File: config.mk
export PLATFORM = sky130hd
export DESIGN_NAME = display_scan_controller
export DESIGN_NICKNAME = d
export VERILOG_FILES = /design/src/rtl/display_pkg.sv /design/src/rtl/display_scan_controller_prescaler.sv /design/src/rtl/display_scan_controller.sv
export SDC_FILE = /design/constraint.sdc
export NUM_CORES = 1
export LEC_CHECK = 0
export CAP_MARGIN = 20
export CELL_PAD_IN_SITES_DETAIL_PLACEMENT = 1
export CELL_PAD_IN_SITES_GLOBAL_PLACEMENT = 1
export CORE_MARGIN = 2
export CORE_UTILIZATION = 39
export DETAILED_ROUTE_END_ITERATION = 8
export GPL_TIMING_DRIVEN = 0
export HOLD_SLACK_MARGIN = 0.08
export PLACE_DENSITY = 0.72
export SYNTH_ARGS = -nofsm -noshare
export SYNTH_HDL_FRONTEND = slang
export SYNTH_SLANG_ARGS = --single-unit
File: constraint.sdc
create_clock -name clk -period 2.1 [get_ports clk]
set_input_delay 0.315 -clock clk [delete_from_list [all_inputs] [get_ports clk]]
set_output_delay 0.315 -clock clk [all_outputs]
set_load 0.1 [all_outputs]
File: src/rtl/display_pkg.sv
// Shared types and constants for the 4-digit 7-segment display path
// (scan controller, anode decoder, segment decoder).
package display_pkg;

  localparam int DIGIT_W    = 2;
  localparam int NIBBLE_W   = 4;
  localparam int NUM_DIGITS = 4;

  typedef logic [DIGIT_W-1:0]  digit_t;
  typedef logic [NIBBLE_W-1:0] nibble_t;

  typedef enum logic {SCAN, DEAD} scan_state_t;

  // Digit rotation: 0,1,2,3,0,... with an explicit wrap.
  function automatic digit_t next_digit(digit_t d);
    return (d == digit_t'(NUM_DIGITS - 1)) ? '0 : d + digit_t'(1);
  endfunction

endpackage

File: src/rtl/display_scan_controller_prescaler.sv
// Slot counter for the display scan: counts 0..DIV-1 and pulses tick on the
// last count of every slot.
module refresh_prescaler #(
  parameter int DIV = 100_000
) (
  input  logic clk,
  input  logic reset,
  output logic tick
);

  localparam int CW = $clog2(DIV);

  logic [CW-1:0] count;

  assign tick = (count == CW'(DIV - 1));

  always_ff @(posedge clk) begin
    if (reset) begin
      count <= '0;
    end else if (tick) begin
      count <= '0;
    end else begin
      count <= count + CW'(1);
    end
  end

endmodule

File: src/rtl/display_scan_controller.sv
// Digit scan stage with a double-buffered display value. Optional anti-ghosting
// dead time after each digit change is enabled by defining DISPLAY_DEAD_TIME_EN.
module display_scan_controller
  import display_pkg::*;
#(
  parameter int REFRESH_DIV = 100_000,
  parameter int DEAD_CYCLES = 16
) (
  input  logic        clk,
  input  logic        reset,
  input  logic [15:0] value_in,
  input  logic [3:0]  digit_en_in,
  input  logic        load,
  output logic [1:0]  digit_sel,
  output logic [3:0]  nibble_out,
  output logic        blank,
  output logic        tick
);

  nibble_t [NUM_DIGITS-1:0] active_value;
  nibble_t [NUM_DIGITS-1:0] shadow_value;
  logic    [NUM_DIGITS-1:0] active_en;
  logic    [NUM_DIGITS-1:0] shadow_en;
  logic                     pending;
  logic                     swap;
  logic                     en_blank;

  refresh_prescaler #(.DIV(REFRESH_DIV)) u_prescaler (
    .clk   (clk),
    .reset (reset),
    .tick  (tick)
  );

  // Frame boundary: the wrap out of the last digit.
  assign swap = tick && (digit_sel == digit_t'(NUM_DIGITS - 1));

  always_ff @(posedge clk) begin
    if (reset) begin
      digit_sel    <= '0;
      active_value <= '0;
      active_en    <= '0;
      shadow_value <= '0;
      shadow_en    <= '0;
      pending      <= 1'b0;
    end else begin
      if (tick) begin
        digit_sel <= next_digit(digit_sel);
      end
      if (load) begin
        shadow_value <= value_in;
        shadow_en    <= digit_en_in;
      end
      // A load coinciding with the swap bypasses the shadow so it is not held a frame.
      if (swap && load) begin
        active_value <= value_in;
        active_en    <= digit_en_in;
        pending      <= 1'b0;
      end else if (swap && pending) begin
        active_value <= shadow_value;
        active_en    <= shadow_en;
        pending      <= 1'b0;
      end else if (load) begin
        pending <= 1'b1;
      end
    end
  end

  assign nibble_out = active_value[digit_sel];
  assign en_blank   = ~active_en[digit_sel];

`ifdef DISPLAY_DEAD_TIME_EN
  localparam int DW = (DEAD_CYCLES > 1) ? $clog2(DEAD_CYCLES) : 1;

  scan_state_t   scan_state, scan_state_nxt;
  logic [DW-1:0] dead_cnt, dead_cnt_nxt;

  always_ff @(posedge clk) begin
    if (reset) begin
      scan_state <= SCAN;
      dead_cnt   <= '0;
    end else begin
      scan_state <= scan_state_nxt;
      dead_cnt   <= dead_cnt_nxt;
    end
  end

  always_comb begin
    scan_state_nxt = scan_state;
    dead_cnt_nxt   = dead_cnt;
    case (scan_state)
      SCAN: begin
        if (tick) begin
          scan_state_nxt = DEAD;
          dead_cnt_nxt   = DW'(DEAD_CYCLES - 1);
        end
      end
      DEAD: begin
        if (tick) begin
          dead_cnt_nxt = DW'(DEAD_CYCLES - 1);
        end else if (dead_cnt == '0) begin
          scan_state_nxt = SCAN;
        end else begin
          dead_cnt_nxt = dead_cnt - DW'(1);
        end
      end
      default: scan_state_nxt = SCAN;
    endcase
  end

  assign blank = en_blank | (scan_state == DEAD);
`else
  assign blank = en_blank;
`endif

endmodule

---- Word level (Yosys, flattened, before mapping) ----
Cells that the tools add are included.
cells by class
  reduce and logical (&&, ||, !) cells .... 6
  shifts and indexed selects .............. 0
  $mul .................................... 0
  $add $sub $neg .......................... 2
  muxes and demuxes ....................... 9
  $lt $le $gt $ge ......................... 1
  div/mod/pow operators ................... 0
  bitwise gates (word level) .............. 1
  eq/ne operators ......................... 2
operators with widths
  cell                   number
  $mux 16                2
  $add 17x1->17 const B  1
  $eq 17x17->1 const B   1
  $mux 4                 3
  $bmux 4 s2             1
  $logic_and 1x1->1      3
  $lt 2x3->1 const B     1
  $reduce_or 3->1        1
  $add 2x1->2 const B    1
  $bmux 1 s2             1
  $eq 2x2->1 const B     1
  $mux 2                 1
  $reduce_bool 2->1      1
  $reduce_or 2->1        1
  $mux 1                 1
  $not 1->1              1
word-level totals
  memories kept ........................... 0
  output and inout port bits .............. 8
  word-level logic and storage cells ...... 34
  latch bits .............................. 0
  register bits ........................... 60
  bits in writable memories ............... 0
  memory bits (read-only) ................. 0

---- Depth between registers and ports, before layout ----
Gate-level depths: netlist of run 1.
  depth after elaboration ................. 5
  depth in mapped cells ................... 7
  depth with buffers taken out ............ 5

---- Hierarchy ----
From an unflattened synthesis of run 1, not the netlist that was laid out.
second synthesis, totals
  cells, all modules ...................... 218
  area, all modules ....................... 2501.1 µm²
by module, submodules not included
  module                   times used  area each (µm²)  seq. area each (µm²)  cells each
  display_scan_controller  1           1704.1           860.8                 130
  refresh_prescaler        1           797.0            340.3                 88

---- Worst setup path after synthesis of run 1 ----
Ideal clock, no wire load.
  path kind ............................... register -> output
  start point ............................. register u_prescaler.count[0]
  end point ............................... output tick
  setup slack ............................. -2.415 ns
  path buffers ............................ 1
  required time ........................... 1.785 ns
  cell stages (with the launch flop) ...... 6
  data arrival time ....................... 4.200 ns
  cells stage by stage .................... dfxtp_1 -> ha_1 -> nand3_2 -> or4_4 -> buf_6 -> nor4_1
between the ends
  cells in the longest elaborated chain, start to end .. 1
RTL lines
  what                      RTL line                                 source
  start: declaration        display_scan_controller_prescaler.sv:13  logic [CW-1:0] count;
  start signal: assignment  display_scan_controller_prescaler.sv:23  count <= count + CW'(1);
  $eq 17x17->1              display_scan_controller_prescaler.sv:15  assign tick = (count == CW'(DIV - 1));
  end: declaration          display_scan_controller.sv:17            output logic tick
Every way passes these cells.

---- Worst setup path after layout of run 1 ----
  start point ............................. register u_prescaler.count[1]
  end point ............................... output tick
The elaborated chain is that of the path after synthesis.

==> flow_summary.ini, run 1 <==
[synthesis]
ys_types = 36
post_synth.cell_area_avg_sq_um = 10.99
syn-num-nets = 263
synthCells = 238
yosysSeqAreaShare_pct = 45.93
synth_warnings = 0
synth_area_sq_um = 2615
ys_seq_elements = 60

[final_layout]
seq_area_sq_um = 1217
n_fill_cell = 688
final_common_cell = dfxtp_1
final_core_util_pct = 51.92
syn_to_final_growth_pct = 27.51
multi_input_area_sq_um = 1361
drive_above_1_share_pct = 27.15
final_cell_mix = dfxtp_1 (53), nor2_1 (40), mux2i_1 (21), clkdlybuf4s50_1 (21)
final_area_sq_um = 3334
fin_nets = 311
antennaDiodeCount = 0

[clock_network]
cts.sinks = 60
htreeDepth = 3
cts_buffers = 9
cts_tree = done
root_buffer = clkbuf_8
clk_path_buf_depth = 2
path_clk_slew_ns = 0.07
clk_latency_ns = 0.33

[timing]
rsz0062_at_grt = true
period_minus_slack_ns = 2.181
whs_ns = 0.4029
setup_viol = 15
relSlewSlack_pct = 36.64
max_freq_ghz = 0.4585
drv_slew = 0
post-route-period-util_pct = 103.9
setup_slack_ns = -0.08091
skew_ns = 0.005084
hold_violations = 0
worstMarginPinSlew_ns = 0.9542

[routing]
drt-pass1-iter-count = 6
top_layer = met4
ant_nets = 0
wl_met2_um = 2634
drt-met1-wl_um = 2487
drt_iter0_markers = 91
dr_total_vias = 1843
vias_per_cell = 5.008
drcViolationCount = 0
wl_per_cell_um = 14.86
drt-total-wl_um = 5469
met3_length_um = 237

[global_routing]
antenna_found_initial = 0
grtUsageTotal_pct = 16.63
gr-total-overflow = 0
grt_max_degree = 11
grt_pass1_wl_um = 9259
grt_pass1_vias = 1893

[power_and_ir_drop]
combPwrFrac_pct = 5.7
clkPwrFrac_pct = 45.6
p_per_area_nw_per_um2 = 723.6
p_switching_mw = 0.5279
power.internal_mw = 1.885
p_total_mw = 2.413
peakVddDrop_mv = 0.3210
pwr-share-seq_pct = 48.7
p_sw_share_pct = 21.88
p_leak_nw = 1.321

[run_status]
failed_checks = setup timing
status = finished with violations

[floorplanning]
fp.dieH_um = 85.89
placementRows = 29
die_x_um = 85.89
start_util_pct = 40.72
io_pins = 31
die_area_sq_um = 7376
core_area_sq_um = 6422

[setup_path]
cp_data_arrival_time_ns = 1.87
critPathLaunchType = flip-flop
critPathCaptureType = output pin
cp_max_fo = 6
crit_required_ns = 1.78
critPathKind = reg2out

[placed_design]
place_ws_ns = -0.7037
dp_hpwl_um = 3643
place_area_sq_um = 3042
numPortBuffers = 29
place_congestion = 0.7884

[worst_hold_path]
hold_class = in2reg

[flow_run]
drv_cap = 0
==> power by group through the flow <==
stage                     sequential, mW  combinational, mW  clock (mW)
after global placement              1.20              0.134           0
after CTS                           1.18              0.139        1.13
final                               1.17              0.138        1.10
after detailed placement            1.20              0.136           0
after floorplan                     1.20             0.0747           0
after global routing                1.18              0.156        1.17
==> per-layer routing <==
metal	global-route usage, %	up-vias
met5	0	-
met4	8.225	0
met3	4.139	11
met2	27.41	29
met1	20.17	886
li1	-	917
==> what timing repair did <==
item,in CTS,in global routing
setup buffers,6,2
hold endpoints to repair,0,0
pin swaps,3,1
cloned,2,0
hold buffers,0,0
endpoints found under the setup margin,28,33
resized for setup,49,4
==> kinds of logic (layout without fill, tap and decap cells) <==
| kind of cell | after synthesis | in the layout | share of synthesized area (%) |
|---|---|---|---|
| simple gates | 94 | 94 | 19.71 |
| flops | 60 | 60 | 45.93 |
| mux | 46 | 46 | 23.83 |
| buf+inv | 15 | 68 | 3.349 |
| xor+xnor | 13 | 13 | 4.354 |
| compound gates | 8 | 8 | 1.866 |
| fa+ha+maj | 2 | 2 | 0.9568 |
==> worst paths after layout <==
check	from	end	slack [ns]	cells after the start
min	reset	active_value[15]	0.40	3
max	u_prescaler.count[1]	tick	-0.08	5
max reg2reg	u_prescaler.count[1]	active_en[2]	-0.01	7
min reg2reg	u_prescaler.count[15]	u_prescaler.count[15]	0.50	2
==> per-stage QoR <==
stage | setup TNS (ns) | std cells
floorplan | -0.3078 | 238
global route | -2.270 | 368
global placement | -4.757 | 344
finish | -0.1838 | 368
detailed placement | -4.587 | 344
CTS | -0.4585 | 368
==> flip-flops by register name (all words and copies together), names as in the netlist <==
signal and cells:
pending 1, digit_sel 2, active_value 16, shadow_en 4, active_en 4, u_prescaler.count 17, shadow_value 16
==> area by class of cell <==
cell class                      count  share of cell area, %
Buffer                             10                  2.064
Clock buffer                       12                  4.991
Clock inverter                      4                  1.351
Inverter                            3                 0.4503
Multi-Input combinational cell    163                  40.83
Sequential cell                    60                  36.51
Tap cell                           77                  2.889
Timing Repair Buffer               39                  10.92
==> cell usage after synthesis <==
library cell / instances / area share (%)
a211oi_1: 1 / 0.29
a21oi_1: 3 / 0.57
and2_1: 1 / 0.24
and3_2: 1 / 0.29
and4_1: 1 / 0.33
and4_2: 1 / 0.38
buf_1: 2 / 0.29
buf_2: 1 / 0.19
buf_4: 2 / 0.57
buf_6: 3 / 1.3
clkbuf_1: 4 / 0.57
dfxtp_1: 60 / 46
ha_1: 2 / 0.96
inv_1: 3 / 0.43
mux2_4: 20 / 11
mux2i_1: 21 / 8.0
mux4_2: 5 / 4.3
nand2_1: 3 / 0.43
nand2b_1: 3 / 0.72
nand3_1: 5 / 0.96
nand3_2: 1 / 0.38
nand4_1: 5 / 1.2
nand4bb_1: 1 / 0.43
nor2_1: 40 / 5.7
nor2b_1: 20 / 4.8
nor3_1: 2 / 0.38
nor4_1: 3 / 0.72
nor4b_4: 1 / 0.91
o21ai_0: 3 / 0.57
o21bai_2: 1 / 0.43
or3_1: 2 / 0.48
or3b_1: 1 / 0.33
or4_1: 2 / 0.57
or4_4: 1 / 0.43
xnor2_1: 10 / 3.3
xor2_1: 3 / 1.0
==> worst max-delay path: stages (launching register included) <==
cell and delay [ns]:
dfxtp_2 0.36, ha_4 0.15, nand3_2 0.08, or4_4 0.49, nor4_4 0.18, buf_6 0.26
Power figures use the tool's default switching activity.
==> inputs of run 2 (changes only) <==
ABC_CLOCK_PERIOD_IN_PS = 2100   (was default)
PLACE_DENSITY = default   (was 0.72)
PLACE_DENSITY_LB_ADDON = 0.1   (was default)
SLEW_MARGIN = 40   (was default)
==> run 2 against run 1 <==
  * The flow still finishes with violations (setup timing)
  * Fmax down 1.4%
  * Utilization down 1.1 points
  * Sequential share of layout area up 0.64 points
  * Power down 8.7%
  * Sequential power about the same
  * Count of clock-buffer cells in the layout down 1
  * Combinational power about the same
  * First-iteration DRC count down 35%
  * Critical endpoint is now active_en[3]
  * Largest power group unchanged
  * Highest routed layer unchanged
==> flow_summary.ini, run 2 (synthesis results as in run 1) <==
[setup_path]
cpPeakStageDelay_ns = 0.50
critPathCaptureType = flip-flop
cp_data_arrival_time_ns = 2.43
r2r_end = active_en[3]
cp_max_fo = 6
reg2reg_from = u_prescaler.count[1]
critPathCapture = active_en[3]
rr_worst_depth = 7
path_cells = ha_4 -> nand3_2 -> or4_4 -> nor4b_4 -> buf_4 -> buf_6 -> mux2_4
rrSetupSlack_ns = -0.11
critPathKind = reg2reg
critPathLaunchType = flip-flop
startpoint = u_prescaler.count[1]
slowest_stage = or4_4
crit_required_ns = 2.32

[floorplanning]
io_pins = 31
die_area_sq_um = 7376
placementRows = 29
core_area_sq_um = 6422
start_util_pct = 40.72
fp.dieH_um = 85.89
die_x_um = 85.89

[timing]
post-route-period-util_pct = 105.3
relSlewSlack_pct = 47.87
skew_ns = 0.008766
worstMarginPinSlew_ns = 0.7820
drv_slew = 0
max_freq_ghz = 0.4523
whs_ns = 0.4065
setup_slack_ns = -0.1108
period_minus_slack_ns = 2.211
setup_viol = 20
rsz0062_at_grt = true
hold_violations = 0

[clock_network]
cts_hold_buf = 0
path_clk_slew_ns = 0.06
clk_latency_ns = 0.34
cts_buffers = 9
cts.sinks = 60
cts_tree = done
htreeDepth = 3
clk_path_buf_depth = 2
root_buffer = clkbuf_8

[final_layout]
drive_above_1_share_pct = 27.59
final_cell_mix = dfxtp_1 (53), nor2_1 (40), mux2i_1 (21), clkdlybuf4s50_1 (21)
n_fill_cell = 687
fin_nets = 310
final_area_sq_um = 3263
final_cells = 367
syn_to_final_growth_pct = 24.78
final_common_cell = dfxtp_1
reg_top3 = u_prescaler.count (17), active_value (16), shadow_value (16)
regMostFlops = u_prescaler.count
largest_register_ffs = 17
antennaDiodeCount = 0

[routing]
dr_total_vias = 1822
drt_iter0_markers = 59
wl_per_cell_um = 15.15
drt-pass1-iter-count = 6
ant_nets = 0
drcViolationCount = 0
drt-total-wl_um = 5560
vias_per_cell = 4.965

[worst_hold_path]
hold_class = in2reg

[power_and_ir_drop]
p_leak_nw = 1.282
p_total_mw = 2.202
peakVddDrop_mv = 0.4406
p_per_area_nw_per_um2 = 674.9

[flow_run]
drv_cap = 0

[placed_design]
dp.cells = 344
dp_hpwl_um = 3881
place_ws_ns = -0.1889
place_congestion = 0.7381
numPortBuffers = 29
place_area_sq_um = 3002

[global_routing]
gr-total-overflow = 0
grt_max_degree = 11
grt_pass1_wl_um = 9397
antenna_found_initial = 0
grtUsageTotal_pct = 16.94
grt_pass1_vias = 1921

[run_status]
failed_checks = setup timing
status = finished with violations
==> run 2: cell type report <==
type	count	area (sq um)	share of cell area (%)
inverters	3	15.01	0.4601
clock buffers	11	141.4	4.333
flip-flops and latches	60	1212	37.15
plain buffers	10	67.56	2.071
well taps	77	96.34	2.952
repair buffers	38	334.1	10.24
clock inverters	5	27.53	0.8436
multi-input cells	163	1369	41.95
==> run 2: per-stage QoR <==
step | util [%] | TNS, ns
after detailed placement | 46.74 | -2.556
final | 50.81 | -1.323
after floorplan | - | -0.3078
after global placement | 47.36 | -4.842
after global routing | 50.81 | -2.710
after CTS | 50.19 | -0.5400
==> run 2: worst max-delay path: cells and delay by family, from the launching register on <==
kind          cells  cell delay [ns]
flops             1             0.36
mux               1             0.30
buf+inv           2             0.34
simple gates      3             0.96
fa+ha+maj         1             0.14
==> run 2: power by group <==
part           internal, mW  switching, mW
registers              1.17         0.0119
logic                0.0757         0.0644
clock network         0.451          0.433
==> run 2: timing repair <==
| item | 4_1_cts | 5_1_grt |
|---|---|---|
| gates resized for setup | 10 | 7 |
| setup endpoints to repair | 26 | 31 |
| pin swaps | 0 | 0 |
| cloned | 1 | 1 |
| setup buffers | 5 | 2 |
==> run 2: how the worst min path moves through the flow <==
stage | start | to | depth (start not counted)
detailed placement | u_prescaler.count[0] | u_prescaler.count[0] | 1
global route | reset | active_en[0] | 3
finish | reset | digit_sel[0] | 3
floorplan | u_prescaler.count[0] | u_prescaler.count[0] | 1
global placement | u_prescaler.count[0] | u_prescaler.count[0] | 1
CTS | reset | digit_sel[0] | 3
==> run 2: metal layers <==
metal	up-vias	wire, um	track usage, %
met5	-	0	0
met1	879	2434	20.12
met3	6	245	6.641
met2	23	2804	27.77
li1	914	-	-
met4	0	76	6.061
